==> src/rtl/mda_crtc_ctrl_if.sv <==
// CPU I/O bus bundle for the MDA CRTC controller: address, write data,
// one-cycle read/write strobes and registered read data.
interface mda_crtc_ctrl_if;
   logic [15:0] iPortAddr;
   logic [7:0]  iData;
   logic        iIoWr;
   logic        iIoRd;
   logic [7:0]  oData;

   modport master (output iPortAddr, iData, iIoWr, iIoRd, input oData);
   modport slave  (input iPortAddr, iData, iIoWr, iIoRd, output oData);
endinterface

==> src/rtl/mda_crtc_ctrl.sv <==
// MC6845-style index/data pair, mode and status ports, vsync-latched start
// address and frame-counter driven cursor/character blink phases.
module mda_crtc_ctrl #(
   parameter logic [15:0] BASE          = 16'h03B0,
   parameter logic [4:0]  CUR_START_RST = 5'd11,
   parameter logic [4:0]  CUR_END_RST   = 5'd12
) (
   input  logic                 iClk,
   input  logic                 iRst,
   mda_crtc_ctrl_if.slave       bus,
   input  logic                 iVSync,
   input  logic                 iBlank,
   output logic [13:0]          oStartAddr,
   output logic [13:0]          oCursorAddr,
   output logic [4:0]           oCursorStart,
   output logic [4:0]           oCursorEnd,
   output logic                 oCursorOn,
   output logic                 oCharBlink,
   output logic                 oVideoEn,
   output logic                 oBlinkEn,
   output logic                 oHiRes
);

   localparam logic [11:0] BASE_HI = BASE[15:4];
   localparam logic [3:0]  BASE_LO = BASE[3:0];

   logic [4:0]  r_index;
   logic [7:0]  r_mode;
   logic [1:0]  r_blink_mode;
   logic [4:0]  r_cur_start;
   logic [4:0]  r_cur_end;
   logic [13:0] r_shadow;
   logic [13:0] r_start;
   logic [13:0] r_cur_addr;
   logic [4:0]  r_fc;
   logic        r_vs_m, r_vs_s, r_vs_d;
   logic        r_bl_m, r_bl_s;
   logic [7:0]  r_data;

   logic        w_hit;
   logic [3:0]  w_off;
   logic        w_vs_rise;
   logic        w_wr_index, w_wr_data, w_wr_mode;
   logic [7:0]  w_crtc_rd;
   logic [7:0]  w_rd;

   assign w_hit      = (bus.iPortAddr[15:4] == BASE_HI);
   assign w_off      = bus.iPortAddr[3:0] - BASE_LO;
   assign w_vs_rise  = r_vs_s & ~r_vs_d;

   assign w_wr_index = bus.iIoWr && w_hit && (w_off == 4'd4 || w_off == 4'd6);
   assign w_wr_data  = bus.iIoWr && w_hit && (w_off == 4'd5 || w_off == 4'd7);
   assign w_wr_mode  = bus.iIoWr && w_hit && (w_off == 4'd8);

   // Only the cursor address registers read back; everything else is write-only.
   always_comb begin
      w_crtc_rd = 8'h00;
      case (r_index)
         5'd14:   w_crtc_rd = {2'b00, r_cur_addr[13:8]};
         5'd15:   w_crtc_rd = r_cur_addr[7:0];
         default: w_crtc_rd = 8'h00;
      endcase
   end

   always_comb begin
      w_rd = 8'hFF;
      case (w_off)
         4'd4, 4'd6: w_rd = {3'b000, r_index};
         4'd5, 4'd7: w_rd = w_crtc_rd;
         4'd8:       w_rd = 8'h00;
         4'd10:      w_rd = {4'hF, r_vs_s, 2'b00, r_bl_s};
         default:    w_rd = 8'hFF;
      endcase
   end

   always_ff @(posedge iClk or posedge iRst) begin
      if (iRst) begin
         r_vs_m <= 1'b0;
         r_vs_s <= 1'b0;
         r_vs_d <= 1'b0;
         r_bl_m <= 1'b0;
         r_bl_s <= 1'b0;
      end else begin
         r_vs_m <= iVSync;
         r_vs_s <= r_vs_m;
         r_vs_d <= r_vs_s;
         r_bl_m <= iBlank;
         r_bl_s <= r_bl_m;
      end
   end

   always_ff @(posedge iClk or posedge iRst) begin
      if (iRst) begin
         r_data <= 8'h00;
      end else if (bus.iIoRd && w_hit) begin
         r_data <= w_rd;
      end
   end

   always_ff @(posedge iClk or posedge iRst) begin
      if (iRst) begin
         r_index <= 5'd0;
         r_mode  <= 8'h00;
      end else begin
         if (w_wr_index) r_index <= bus.iData[4:0];
         if (w_wr_mode)  r_mode  <= bus.iData;
      end
   end

   always_ff @(posedge iClk or posedge iRst) begin
      if (iRst) begin
         r_blink_mode <= 2'b00;
         r_cur_start  <= CUR_START_RST;
         r_cur_end    <= CUR_END_RST;
         r_shadow     <= 14'd0;
         r_cur_addr   <= 14'd0;
      end else if (w_wr_data) begin
         case (r_index)
            5'd10: begin
               r_blink_mode <= bus.iData[6:5];
               r_cur_start  <= bus.iData[4:0];
            end
            5'd11: r_cur_end         <= bus.iData[4:0];
            5'd12: r_shadow[13:8]    <= bus.iData[5:0];
            5'd13: r_shadow[7:0]     <= bus.iData;
            5'd14: r_cur_addr[13:8]  <= bus.iData[5:0];
            5'd15: r_cur_addr[7:0]   <= bus.iData;
            default: ;
         endcase
      end
   end

   // A shadow write landing on the vsync edge is picked up at the next frame.
   always_ff @(posedge iClk or posedge iRst) begin
      if (iRst) begin
         r_start <= 14'd0;
         r_fc    <= 5'd0;
      end else if (w_vs_rise) begin
         r_start <= r_shadow;
         r_fc    <= r_fc + 5'd1;
      end
   end

   always_comb begin
      oCursorOn = 1'b1;
      case (r_blink_mode)
         2'b00: oCursorOn = 1'b1;
         2'b01: oCursorOn = 1'b0;
         2'b10: oCursorOn = r_fc[3];
         2'b11: oCursorOn = r_fc[4];
         default: oCursorOn = 1'b1;
      endcase
   end

   assign bus.oData    = r_data;
   assign oStartAddr   = r_start;
   assign oCursorAddr  = r_cur_addr;
   assign oCursorStart = r_cur_start;
   assign oCursorEnd   = r_cur_end;
   assign oCharBlink   = r_fc[4];
   assign oVideoEn     = r_mode[3];
   assign oBlinkEn     = r_mode[5];
   assign oHiRes       = r_mode[0];

endmodule

==> src/flat_wrapper.sv <==
// flat-port wrapper written by rule: the top's interface ports become plain ports
module mda_crtc_ctrl_flat 
#(
   parameter logic [15:0] BASE          = 16'h03B0,
   parameter logic [4:0]  CUR_START_RST = 5'd11,
   parameter logic [4:0]  CUR_END_RST   = 5'd12
)
  (iClk, iRst, iVSync, iBlank, oStartAddr, oCursorAddr, oCursorStart, oCursorEnd, oCursorOn, oCharBlink, oVideoEn, oBlinkEn, oHiRes, bus_iPortAddr, bus_iData, bus_iIoWr, bus_iIoRd, bus_oData);
  mda_crtc_ctrl_if bus_i ();
  input  logic iClk;
  input  logic iRst;
  input  logic iVSync;
  input  logic iBlank;
  output logic [13:0] oStartAddr;
  output logic [13:0] oCursorAddr;
  output logic [4:0] oCursorStart;
  output logic [4:0] oCursorEnd;
  output logic oCursorOn;
  output logic oCharBlink;
  output logic oVideoEn;
  output logic oBlinkEn;
  output logic oHiRes;
  input wire logic [$bits(bus_i.iPortAddr)-1:0] bus_iPortAddr;
  input wire logic [$bits(bus_i.iData)-1:0] bus_iData;
  input wire logic [$bits(bus_i.iIoWr)-1:0] bus_iIoWr;
  input wire logic [$bits(bus_i.iIoRd)-1:0] bus_iIoRd;
  output wire logic [$bits(bus_i.oData)-1:0] bus_oData;
  assign bus_i.iPortAddr = bus_iPortAddr;
  assign bus_i.iData = bus_iData;
  assign bus_i.iIoWr = bus_iIoWr;
  assign bus_i.iIoRd = bus_iIoRd;
  assign bus_oData = bus_i.oData;
  mda_crtc_ctrl #(.BASE(BASE), .CUR_START_RST(CUR_START_RST), .CUR_END_RST(CUR_END_RST)) u_core (.iClk(iClk), .iRst(iRst), .bus(bus_i), .iVSync(iVSync), .iBlank(iBlank), .oStartAddr(oStartAddr), .oCursorAddr(oCursorAddr), .oCursorStart(oCursorStart), .oCursorEnd(oCursorEnd), .oCursorOn(oCursorOn), .oCharBlink(oCharBlink), .oVideoEn(oVideoEn), .oBlinkEn(oBlinkEn), .oHiRes(oHiRes));
endmodule
==> config.mk <==
export PLATFORM = sky130hd
export DESIGN_NAME = mda_crtc_ctrl_flat
export DESIGN_NICKNAME = d
export VERILOG_FILES = /design/src/rtl/mda_crtc_ctrl_if.sv /design/src/rtl/mda_crtc_ctrl.sv /design/src/flat_wrapper.sv
export SDC_FILE = /design/constraint.sdc
export NUM_CORES = 1
export LEC_CHECK = 0
export CAP_MARGIN = 20
export CORE_UTILIZATION = 45
export CTS_BUF_LIST = sky130_fd_sc_hd__clkbuf_2
export DETAILED_ROUTE_END_ITERATION = 10
export HOLD_SLACK_MARGIN = 0.06
export PLACE_DENSITY_LB_ADDON = 0.3
export SLEW_MARGIN = 20
export SYNTH_ARGS = -nofsm -noshare
export SYNTH_HDL_FRONTEND = slang
export SYNTH_SLANG_ARGS = --single-unit
==> constraint.sdc <==
create_clock -name iClk -period 4.17 [get_ports iClk]
set_input_delay 1.0425 -clock iClk [delete_from_list [all_inputs] [get_ports iClk]]
set_output_delay 1.0425 -clock iClk [all_outputs]
set_load 0.01 [all_outputs]
## Yosys cells after proc, flatten, opt, wreduce, memory -nomap -nowiden

Cells that the tools add are included.

- Order comparisons: 0
- Reductions and logical operators: 16
- Add/subtract/negate cells: 1
- Equal/unequal tests: 16
- Bitwise gates (word level): 2
- Shift operators: 0
- $mul: 0
- Div/mod/pow operators: 0
- Multiplexer cells: 3

Operators with widths:

| cell | count |
|---|---|
| 8-bit one-hot mux with 4 select lines | 1 |
| 5-bit by 4-bit == test with 1-bit output (second input constant) | 6 |
| 4-bit by 3-bit == test with 1-bit output (second input constant) | 4 |
| 8-bit one-hot mux with 2 select lines | 1 |
| 12-bit by 6-bit == test with 1-bit output (second input constant) | 1 |
| 2-bit AND reduction | 6 |
| 4-bit == test (second input constant) | 2 |
| 5-bit by 1-bit adder with 5-bit output (second input constant) | 1 |
| 1-bit logical AND | 5 |
| 2-bit == test (second input constant) | 2 |
| 1-bit one-hot mux with 4 select lines | 1 |
| 2-bit OR reduction | 2 |
| 2-bit by 1-bit == test with 1-bit output (second input constant) | 1 |
| 2-bit logical NOT | 1 |
| 1-bit logical OR | 2 |
| 1-bit AND | 1 |
| 1-bit NOT | 1 |

- Bits in read-only memories: 0
- Latch bits: 0
- Register bits after elaboration: 83
- Output and inout bits: 51
- Input bits: 30
- Memories: 0
- Memory bits (writable): 0

## Logic depth before layout (Yosys ltp)

Gate-level depths: netlist (run 1).

- Word-level depth: 4
- Depth in mapped cells: 5
- Mapped depth without buffers: 4

## Least setup slack after synthesis (run 1)

Ideal clock, no wire load.

- Kind: input -> register
- Start point: in bus_iPortAddr[13]
- End point: reg u_core.r_index[0]
- Slack: 1490 ps
- Stages: 4
- Data required time: 4045 ps
- Data arrival time: 2556 ps
- Setup time: 125 ps
- Path buffers: 0
- Cells stage by stage: nor4_1 -> nand4_2 -> nor3_1 -> mux2_2

- Cells in the longest elaborated chain, start to end: 3

RTL lines:

| what | RTL line | text |
|---|---|---|
| start, declared | flat_wrapper.sv:23 | `input wire logic [$bits(bus_i.iPortAddr)-1:0] bus_iPortAddr;` |
| 12-bit by 6-bit == test with 1-bit output | mda_crtc_ctrl.sv:47 | `assign w_hit = (bus.iPortAddr[15:4] == BASE_HI);` |
| 1-bit logical AND (2 in a row) | mda_crtc_ctrl.sv:51 | `assign w_wr_index = bus.iIoWr && w_hit && (w_off == 4'd4 \|\| w_off == 4'd6);` |
| end signal, assigned | mda_crtc_ctrl.sv:105 | `if (w_wr_index) r_index <= bus.iData[4:0];` |
| end, declared | mda_crtc_ctrl.sv:27 | `logic [4:0] r_index;` |

No other way between the ends.
A chain may end at the register's enable or synchronous reset.

## Worst setup path in the final report (run 1)

- Start point: in bus_iPortAddr[8]
- End point: reg u_core.r_index[0]

Same word-level chain as after synthesis.

==> results.yml, run 1 <==
timing:
  worstMarginPinSlew_ns: 0.793
  setup_viol: 0
  min_period_over_period_pct: 69.3
  drv_slew: 0
  period_minus_slack_ns: 2.89
  fmax_mhz: 346
  grt_setup_unrepaired: "false"
  hold_viol: 0
  skew_ns: 0.0273
  finalSetupTns_ns: 0
  max_slew_margin_pct: 47.0
routing:
  final_antenna_net_count: 0
  drt_iter0_drc: 84
  drc: 0
  routedWlPerCell_um: 16.1
  drt_wl_total_um: 7210
  via_per_inst: 5.17
  dr.pass1.iters: 4
  vias: 2316
logic_synthesis:
  synth.distinct_cells: 35
  synth_simple_gate_area_share_pct: 14.1
  yosysTopAreaCell: "dfrtp_1"
  synthMuxAreaShare_pct: 18.3
  synth_area_sq_um: 3300
  syn_area_per_cell_sq_um: 12.6
  synthFlopType: "dfrtp_1"
  synthArstFlopShare_pct: 100
  synth_top_family_by_area: "multiplexers"
  syn_nets: 293
  synth-edff-count: 0
  ys_seq_area_share_pct: 60.8
  synth_most_common_cell: "dfrtp_1"
  ys_top_cells_by_area: "dfrtp_1 (57%), mux2_2 (17%), nand2_1 (5.8%)"
  ys_warn_count: 0
  synth_compound_area_share_pct: 4.02
  yosys.area.top_type_share_pct: 56.8
  synth.top_cells.by_count: "dfrtp_1 (75), nand2_1 (51), mux2_2 (50), a21oi_1 (8), clkbuf_1 (8)"
  netlist_instances: 262
  synth-seq-cells: 80
  synth_xor_area_share_pct: 1.06
  synthAdderAreaFrac_pct: 0.379
worst_setup_path:
  crit_type: "primary input to register"
  cpMaxStageDelayCell: "nor3_1"
  max_stage_delay_ns: 0.65
  rrSetupSlack_ns: 2.02
  rr_startpoint: "u_core.r_index[3]"
  critPathLaunchType: "primary input"
  crit_required_ns: 4.60
  end_kind: "register"
  reg2reg_to: "u_core.oCursorAddr[11]"
  path_cells: "clkdlybuf4s50_1, nor4bb_1, nand4_2, nor3_1, mux2_2"
  path_max_fanout: 5
  reg2reg_depth: 4
  crit_arrival_ns: 3.32
power:
  p_sw_uw: 336
  sw_frac_of_total_pct: 25.3
  vdd_drop_max_mv: 0.154
  powerDensity_nw_per_um2: 308
  power_frac_clock_pct: 29.9
  seq_power_share_pct: 62.0
  combPwrFrac_pct: 8.1
  leakagePower_uw: 0.00201
  internal_power_uw: 994
cts:
  postCtsSetupRepairBufs: 0
  htree_levels: 3
  cts_resized: 0
  postCtsHoldBufs: 0
  clkSlewWorstSetupHoldPaths_ns: 0.20
  numClockSinks: 80
  cts_buffers: 9
  clockRootBuffer: "clkbuf_2"
  cts_buffer_depth: 2
  cts_tree: "built"
  clkLatencyLatePin_ns: 0.52
outcome:
  status: "finished, final reports clean"
cells_and_area:
  design_area_sq_um: 4320
  num-fill-cells: 559
  diodes: 0
  area_growth_pct: 30.8
  drive_gt1_share_pct: 21.9
  nets: 378
placed_design:
  place_hpwl_um: 5110
  place_area_sq_um: 4210
  place.gp.congestion: 0.816
  port_buffers: 80
global_routing:
  grt_pass1_vias: 2310
  grt_pass1_wl_um: 11500
  grt_max_degree: 40
  grt_overflow: 0
  antenna_found_initial: 0
  grtUsageTotal_pct: 20.4
min_path:
  holdCritPathClass: "register to register"
  hold_depth: 0
  min_to: "u_core.r_vs_s"
  hp-start: "u_core.r_vs_m"
floorplan:
  die-area_sq_um: 7690
  initial_utilization_pct: 47.6
  die_w_um: 87.7
  fp.dieH_um: 87.7
  core_area_sq_um: 6940
  num_io_pins: 81
  rows: 30
job:
  cap_viol_max_count: 0
area by class of cell:
type / instances / area, sq um / area share [%]
inverters: 3 / 11.3 / 0.261
multi-input cells: 170 / 1250 / 28.9
clock inverters: 6 / 60.1 / 1.39
flip-flops and latches: 80 / 2010 / 46.5
clock buffers: 10 / 50.0 / 1.16
well taps: 96 / 120 / 2.78
repair buffers: 83 / 823 / 19.1
kinds of logic (layout without fill, tap and decap cells):
kind of cell               after synthesis  after routing
buffers and inverters                   12            102
AOI/OAI and AO/OA                       21             21
adders and majority gates                1              1
DFF                                     80             80
and+or+nand+nor                         90             90
muxes                                   54             54
xor gates and xnor gates                 4              4
how the worst max path moves through the flow:
stage,startpoint,endpoint,slack [ns],depth (start not counted)
2_1_floorplan,iRst,u_core.bus.oData[0],1.08,1
3_3_place_gp,bus_iPortAddr[8],u_core.r_blink_mode[1],0.79,5
3_5_place_dp,bus_iPortAddr[12],u_core.oCursorStart[2],0.76,5
4_1_cts,u_core.r_blink_mode[1],oCursorOn,1.29,3
5_1_grt,bus_iPortAddr[13],u_core.r_index[0],1.11,5
6_report,bus_iPortAddr[8],u_core.r_index[0],1.28,5
worst max-delay path, delay by kind of cell:
| family | cells | cell delay (ns) |
|---|---|---|
| AND/OR/NAND/NOR | 3 | 1.43 |
| multiplexers | 1 | 0.41 |
| buffers and inverters | 1 | 0.44 |
stage by stage:
| stage | utilization (%) | instances | setup slack [ns] | hold WS [ns] | total power, uW |
|---|---|---|---|---|---|
| floorplan | - | 262 | 1.08 | 0.331 | 888 |
| global placement | 60.6 | 432 | 0.793 | 0.332 | 944 |
| detailed placement | 60.6 | 432 | 0.758 | 0.339 | 947 |
| CTS | 62.2 | 448 | 1.29 | 0.386 | 1340 |
| global route | 62.2 | 448 | 1.11 | 0.402 | 1390 |
| finish | 62.2 | 448 | 1.28 | 0.381 | 1330 |
power by group through the flow:
| stage | logic [uW] | registers [uW] | clock network, uW |
|---|---|---|---|
| global placement | 107 | 837 | 0 |
| detailed placement | 110 | 837 | 0 |
| finish | 108 | 824 | 397 |
| floorplan | 53.8 | 834 | 0 |
| global route | 119 | 827 | 440 |
| CTS | 109 | 825 | 411 |
flip-flops by register name (all words and copies together) (netlist names):
register and count:
u_core.r_vs_m 1, u_core.r_blink_mode 2, u_core.r_fc 5, u_core.oCursorAddr 14
u_core.r_bl_m 1, u_core.bus.oData 8, u_core.oStartAddr 14, u_core.r_vs_s 1
u_core.r_vs_d 1, u_core.r_mode 3, u_core.r_shadow 14, u_core.r_bl_s 1
u_core.oCursorEnd 5, u_core.oCursorStart 5, u_core.r_index 5
layer usage:
| layer | global-route usage (%) | up-vias | part of all wire, % |
|---|---|---|---|
| met5 | 0 | - | 0 |
| met4 | 6.41 | 0 | 1.2 |
| met3 | 6.97 | 8 | 4.0 |
| met2 | 32.6 | 58 | 48 |
| met1 | 26.4 | 1163 | 46 |
| li1 | - | 1087 | - |
placed cells by master, fill, tap and decap left out, types with 2 or more instances in the layout:
cell type / instances
inv_1: 2
a21oi_1: 8
clkdlybuf4s50_1: 80
or3_1: 2
mux2_2: 50
buf_4: 3
nand2_1: 51
o22a_1: 4
clkinv_1: 2
dfrtp_1: 75
clkinvlp_4: 3
nor3_1: 2
nand4_1: 3
o21ai_0: 5
nand3_1: 4
clkbuf_2: 10
nor2_1: 3
mux2i_1: 4
nand2b_1: 3
nor3_2: 2
dfstp_2: 5
nor4b_1: 2
a32oi_1: 2
xnor2_1: 4
and2_1: 2
nor2b_1: 7
(Power assumes the default switching activity.)
==> inputs of run 2 (changes only) <==
==> constraint.sdc (replaced) <==
create_clock -name iClk -period 2.7 [get_ports iClk]
set_input_delay 0.675 -clock iClk [delete_from_list [all_inputs] [get_ports iClk]]
set_output_delay 0.675 -clock iClk [all_outputs]
set_load 0.01 [all_outputs]
==> run 2 against run 1 <==
Clock power rose by 52%. Via count up 1.7%. Combinational power increased by 62%. Flip-flop and latch count did not move. First-iteration DRC count shrank 1.2%. Worst hold slack improved by 0.00085 ns. Global-route usage increased by 0.34 points. Power grew 54%. Die area did not move. Cell count grew 3.3%. Utilization is 1.8 points higher.
==> results.yml, run 2 (synthesis results as in run 1) <==
cts:
  postCtsSetupRepairBufs: 0
  cts_buffers: 9
  numClockSinks: 80
  cts_resized: 0
  clkSlewWorstSetupHoldPaths_ns: 0.18
  postCtsHoldBufs: 0
  clockRootBuffer: "clkbuf_2"
  cts_tree: "built"
  clkLatencyLatePin_ns: 0.52
  htree_levels: 3
  cts_buffer_depth: 2
floorplan:
  core_area_sq_um: 6940
  rows: 30
  num_io_pins: 81
  die-area_sq_um: 7690
  fp.dieH_um: 87.7
  die_w_um: 87.7
  initial_utilization_pct: 47.6
timing:
  period_minus_slack_ns: 2.39
  max_slew_margin_pct: 55.6
  whs_ns: 0.382
  fmax_mhz: 418
  fin_ws_ns: 0.306
  hold_viol: 0
  min_period_over_period_pct: 88.7
  drv_slew: 0
  setup_viol: 0
  worstMarginPinSlew_ns: 0.667
  finalSetupTns_ns: 0
  grt_setup_unrepaired: "false"
  skew_ns: 0.0283
routing:
  drt_iter0_drc: 83
  drt_wl_total_um: 7320
  routedWlPerCell_um: 15.8
  drc: 0
  via_per_inst: 5.09
  dr.pass1.iters: 4
  final_antenna_net_count: 0
  vias: 2356
worst_setup_path:
  crit_arrival_ns: 1.72
  critPathLaunchType: "register"
  path_max_fanout: 3
  crit_type: "register to output port"
  crit_required_ns: 2.03
  end_kind: "output port"
power:
  powerDensity_nw_per_um2: 462
  combPwrFrac_pct: 8.5
  internal_power_uw: 1540
  p_sw_uw: 509
  seq_power_share_pct: 62.1
  power_frac_clock_pct: 29.4
  sw_frac_of_total_pct: 24.8
  leakagePower_uw: 0.00209
  vdd_drop_max_mv: 0.230
  power_uw: 2050
placed_design:
  port_buffers: 80
  dpl_worst_slack_ns: -0.0490
  dp.cells: 447
  place_hpwl_um: 5320
  place.gp.congestion: 0.788
cells_and_area:
  nets: 393
  drive_gt1_share_pct: 24.8
  layout_common_cells: "clkdlybuf4s50_1 (80), dfrtp_1 (75), nand2_1 (51)"
  area_growth_pct: 34.5
  num-fill-cells: 553
  final_common_cell: "clkdlybuf4s50_1"
  regArea_sq_um: 2010
  diodes: 0
  instances_no_fill: 463
  multi_input_area_sq_um: 1250
global_routing:
  grt_pass1_wl_um: 11900
  grt_overflow: 0
  grtUsageTotal_pct: 20.8
  grt_max_degree: 65
  antenna_found_initial: 0
  grt_pass1_vias: 2382
min_path:
  holdCritPathClass: "register to register"
outcome:
  status: "finished, final reports clean"
job:
  cap_viol_max_count: 0
run 2: final cells by class:
class / count / area share [%]
flip-flops and latches: 80 / 45.2
well taps: 96 / 2.70
repair buffers: 98 / 21.3
clock buffers: 11 / 1.24
inverters: 3 / 0.338
multi-input cells: 170 / 28.1
clock inverters: 5 / 1.10
run 2: routing by layer:
layer  part of all wire (%)  vias to the layer above  GRT usage, %
li1                       -                     1121             -
met1                     45                     1171          26.5
met2                     50                       56          34.2
met3                    4.5                        8          6.13
met4                    1.3                        0          6.71
met5                      0                        -             0
run 2: final timing paths:
| kind | startpoint | cells after the start | slack, ns | endpoint |
|---|---|---|---|---|
| worst min-delay path | u_core.r_vs_m | 0 | 0.38 | u_core.r_vs_s |
| min in group asynchronous | iRst | 2 | 0.46 | u_core.oCursorAddr[12] |
| max in group asynchronous | iRst | 3 | 1.54 | u_core.oCursorStart[3] |
| worst max-delay path | u_core.r_blink_mode[1] | 3 | 0.31 | oCursorOn |
| worst max register to register | u_core.r_index[3] | 4 | 0.72 | u_core.oCursorEnd[0] |
| worst min register to register | u_core.r_vs_m | 0 | 0.38 | u_core.r_vs_s |
run 2: stage by stage:
step / utilization [%] / cell area (sq um)
floorplan: - / 3310
global placement: 62.5 / 4340
detailed placement: 62.5 / 4340
CTS: 64.0 / 4440
global route: 64.0 / 4440
finish: 64.0 / 4440
run 2: critical path, stage by stage, from the launching register on:
cell	delay, ns
dfrtp_1	0.42
nor2b_1	0.13
o21ai_0	0.13
clkdlybuf4s50_1	0.55
run 2: power by group through the flow:
stage / Sequential [uW] / Combinational [uW] / Clock, uW
global placement: 1290 / 171 / 0
global route: 1280 / 194 / 672
detailed placement: 1300 / 178 / 0
finish: 1270 / 175 / 602
floorplan: 1290 / 83.5 / 0
CTS: 1280 / 178 / 617
==> inputs of run 3 (changes only) <==
--- a/config.mk
+++ b/config.mk
@@ -6,11 +6,11 @@
 export NUM_CORES = 1
 export LEC_CHECK = 0
 export CAP_MARGIN = 20
-export CORE_UTILIZATION = 45
+export CORE_UTILIZATION = 33
 export CTS_BUF_LIST = sky130_fd_sc_hd__clkbuf_2
 export DETAILED_ROUTE_END_ITERATION = 10
 export HOLD_SLACK_MARGIN = 0.06
-export PLACE_DENSITY_LB_ADDON = 0.3
+export SETUP_SLACK_MARGIN = 0.4
 export SLEW_MARGIN = 20
 export SYNTH_ARGS = -nofsm -noshare
 export SYNTH_HDL_FRONTEND = slang
==> run 3 against run 2 <==
Global-route usage shrank 5.6 points. Worst hold slack better by 0.0025 ns. Fmax increased by 7.6%. Highest routed layer unchanged.
==> results.yml, run 3 (synthesis results as in run 1) <==
outcome:
  status: "finished, final reports clean"
worst_setup_path:
  crit_type: "primary input to register"
  max_stage_delay_ns: 0.55
  crit_required_ns: 3.12
  critPathLaunchType: "primary input"
  reg2reg_to: "u_core.oCursorEnd[1]"
  reg2reg_depth: 4
  rr_startpoint: "u_core.r_index[3]"
  crit_arrival_ns: 2.64
  path_max_fanout: 5
  end_kind: "register"
  rrSetupSlack_ns: 0.79
  path_cells: "clkdlybuf4s50_1, nand4b_1, or4b_1, or3_4, mux2_2"
  cpMaxStageDelayCell: "or4b_1"
timing:
  skew_ns: 0.0245
  worstMarginPinSlew_ns: 0.666
  fmax_mhz: 449
  max_slew_margin_pct: 55.6
  grt_setup_unrepaired: "false"
  min_period_over_period_pct: 82.4
  whs_ns: 0.385
  fin_ws_ns: 0.475
  drv_slew: 0
  period_minus_slack_ns: 2.23
  setup_viol: 0
  hold_viol: 0
global_routing:
  grt_pass1_wl_um: 11900
  grt_overflow: 0
  grtUsageTotal_pct: 15.2
  grt_pass1_vias: 2357
  grt_max_degree: 64
  antenna_found_initial: 0
cts:
  numClockSinks: 80
  postCtsSetupRepairBufs: 0
  clkLatencyLatePin_ns: 0.50
  cts_buffers: 9
  htree_levels: 3
  clockRootBuffer: "clkbuf_2"
  cts_tree: "built"
  cts_buffer_depth: 2
  clkSlewWorstSetupHoldPaths_ns: 0.22
floorplan:
  num_io_pins: 81
  initial_utilization_pct: 34.0
  die-area_sq_um: 10400
  die_w_um: 102
  core_area_sq_um: 9730
  fp.dieH_um: 102
  rows: 36
routing:
  dr.max_layer_used: "met4"
  routedWlPerCell_um: 14.6
  dr.pass1.iters: 4
  dr_wl_met3_um: 234
  drt_iter0_drc: 64
  m1WireLength_um: 3640
  drt_wl_total_um: 7320
  vias: 2325
  final_antenna_net_count: 0
  drc: 0
  via_per_inst: 4.64
  wl_met2_um: 3370
min_path:
  min_to: "u_core.r_bl_s"
  hold_depth: 0
  hp-start: "u_core.r_bl_m"
  holdCritPathClass: "register to register"
power:
  leakagePower_uw: 0.00214
  powerDensity_nw_per_um2: 478
  vdd_drop_max_mv: 0.200
cells_and_area:
  multi_input_area_sq_um: 1260
  diodes: 0
  layout_common_cells: "dfrtp_1 (75), clkdlybuf4s50_1 (74), nand2_1 (51)"
  fin_util_pct: 46.6
  design_area_sq_um: 4530
  drive_gt1_share_pct: 26.6
  nets: 394
  instances_no_fill: 501
  num-fill-cells: 936
  final_common_cell: "dfrtp_1"
  regArea_sq_um: 2010
  area_growth_pct: 37.1
placed_design:
  dp.cells: 485
  place_hpwl_um: 5380
  place_area_sq_um: 4400
  port_buffers: 80
  dpl_worst_slack_ns: -0.154
  place.gp.congestion: 0.739
job:
  cap_viol_max_count: 0
[run 3: changes by cell type in the layout (fill, tap and decap cells not counted), sizes merged]
cell           delta
bufinv            +1
buf               +1
dlygate4sd2       +5
clkinv            -1
clkdlybuf4s50     -6
clkbuf            +1
[run 3: layout make-up]
type / instances / area share (%)
clock buffer: 11 / 1.22
clock inverter: 5 / 1.80
inverter: 3 / 0.331
multi-input combinational: 170 / 27.8
sequential: 80 / 44.3
tap: 133 / 3.67
timing repair buffer: 99 / 20.9
[run 3: worst max path at each step]
stage	from	endpoint	slack, ns	cells after the start
floorplan	bus_iPortAddr[13]	u_core.oCursorStart[2]	0.41	4
global placement	bus_iPortAddr[3]	u_core.oCursorEnd[4]	-0.08	5
detailed placement	bus_iPortAddr[3]	u_core.oCursorEnd[4]	-0.15	5
CTS	bus_iPortAddr[3]	u_core.oCursorEnd[1]	0.45	5
global route	bus_iPortAddr[8]	u_core.oCursorAddr[7]	0.40	8
finish	bus_iPortAddr[3]	u_core.oCursorEnd[1]	0.47	5
[run 3: metal layers]
metal  global-route usage, %  vias to the layer above
met4                    5.60                        0
met5                       0                        -
li1                        -                     1117
met2                    23.2                       54
met3                    3.28                        6
met1                    21.3                     1148
[run 3: power breakdown]
group | switching, uW | total (uW) | internal (uW) | leakage (uW)
Combinational | 82.2 | 173 | 91.1 | 0.000974
Sequential | 33.1 | 1270 | 1240 | 0.00108
Clock | 408 | 722 | 314 | 0.0000821
[run 3: stage by stage]
step	power [uW]	setup TNS, ns
after floorplan	1370	0
after global placement	1470	-0.676
after detailed placement	1470	-1.65
after CTS	2200	0
after global routing	2270	0
final	2170	0
[run 3: critical path, delay by kind of cell]
| family | cells | cell delay (ns) |
|---|---|---|
| buffers and inverters | 1 | 0.47 |
| muxes | 1 | 0.28 |
| and+or+nand+nor | 3 | 1.22 |
[run 3: what timing repair did]
action / CTS / global route
resized for setup: 6 / 4
setup endpoints to repair: 6 / 5
hold buffers: 0 / 0
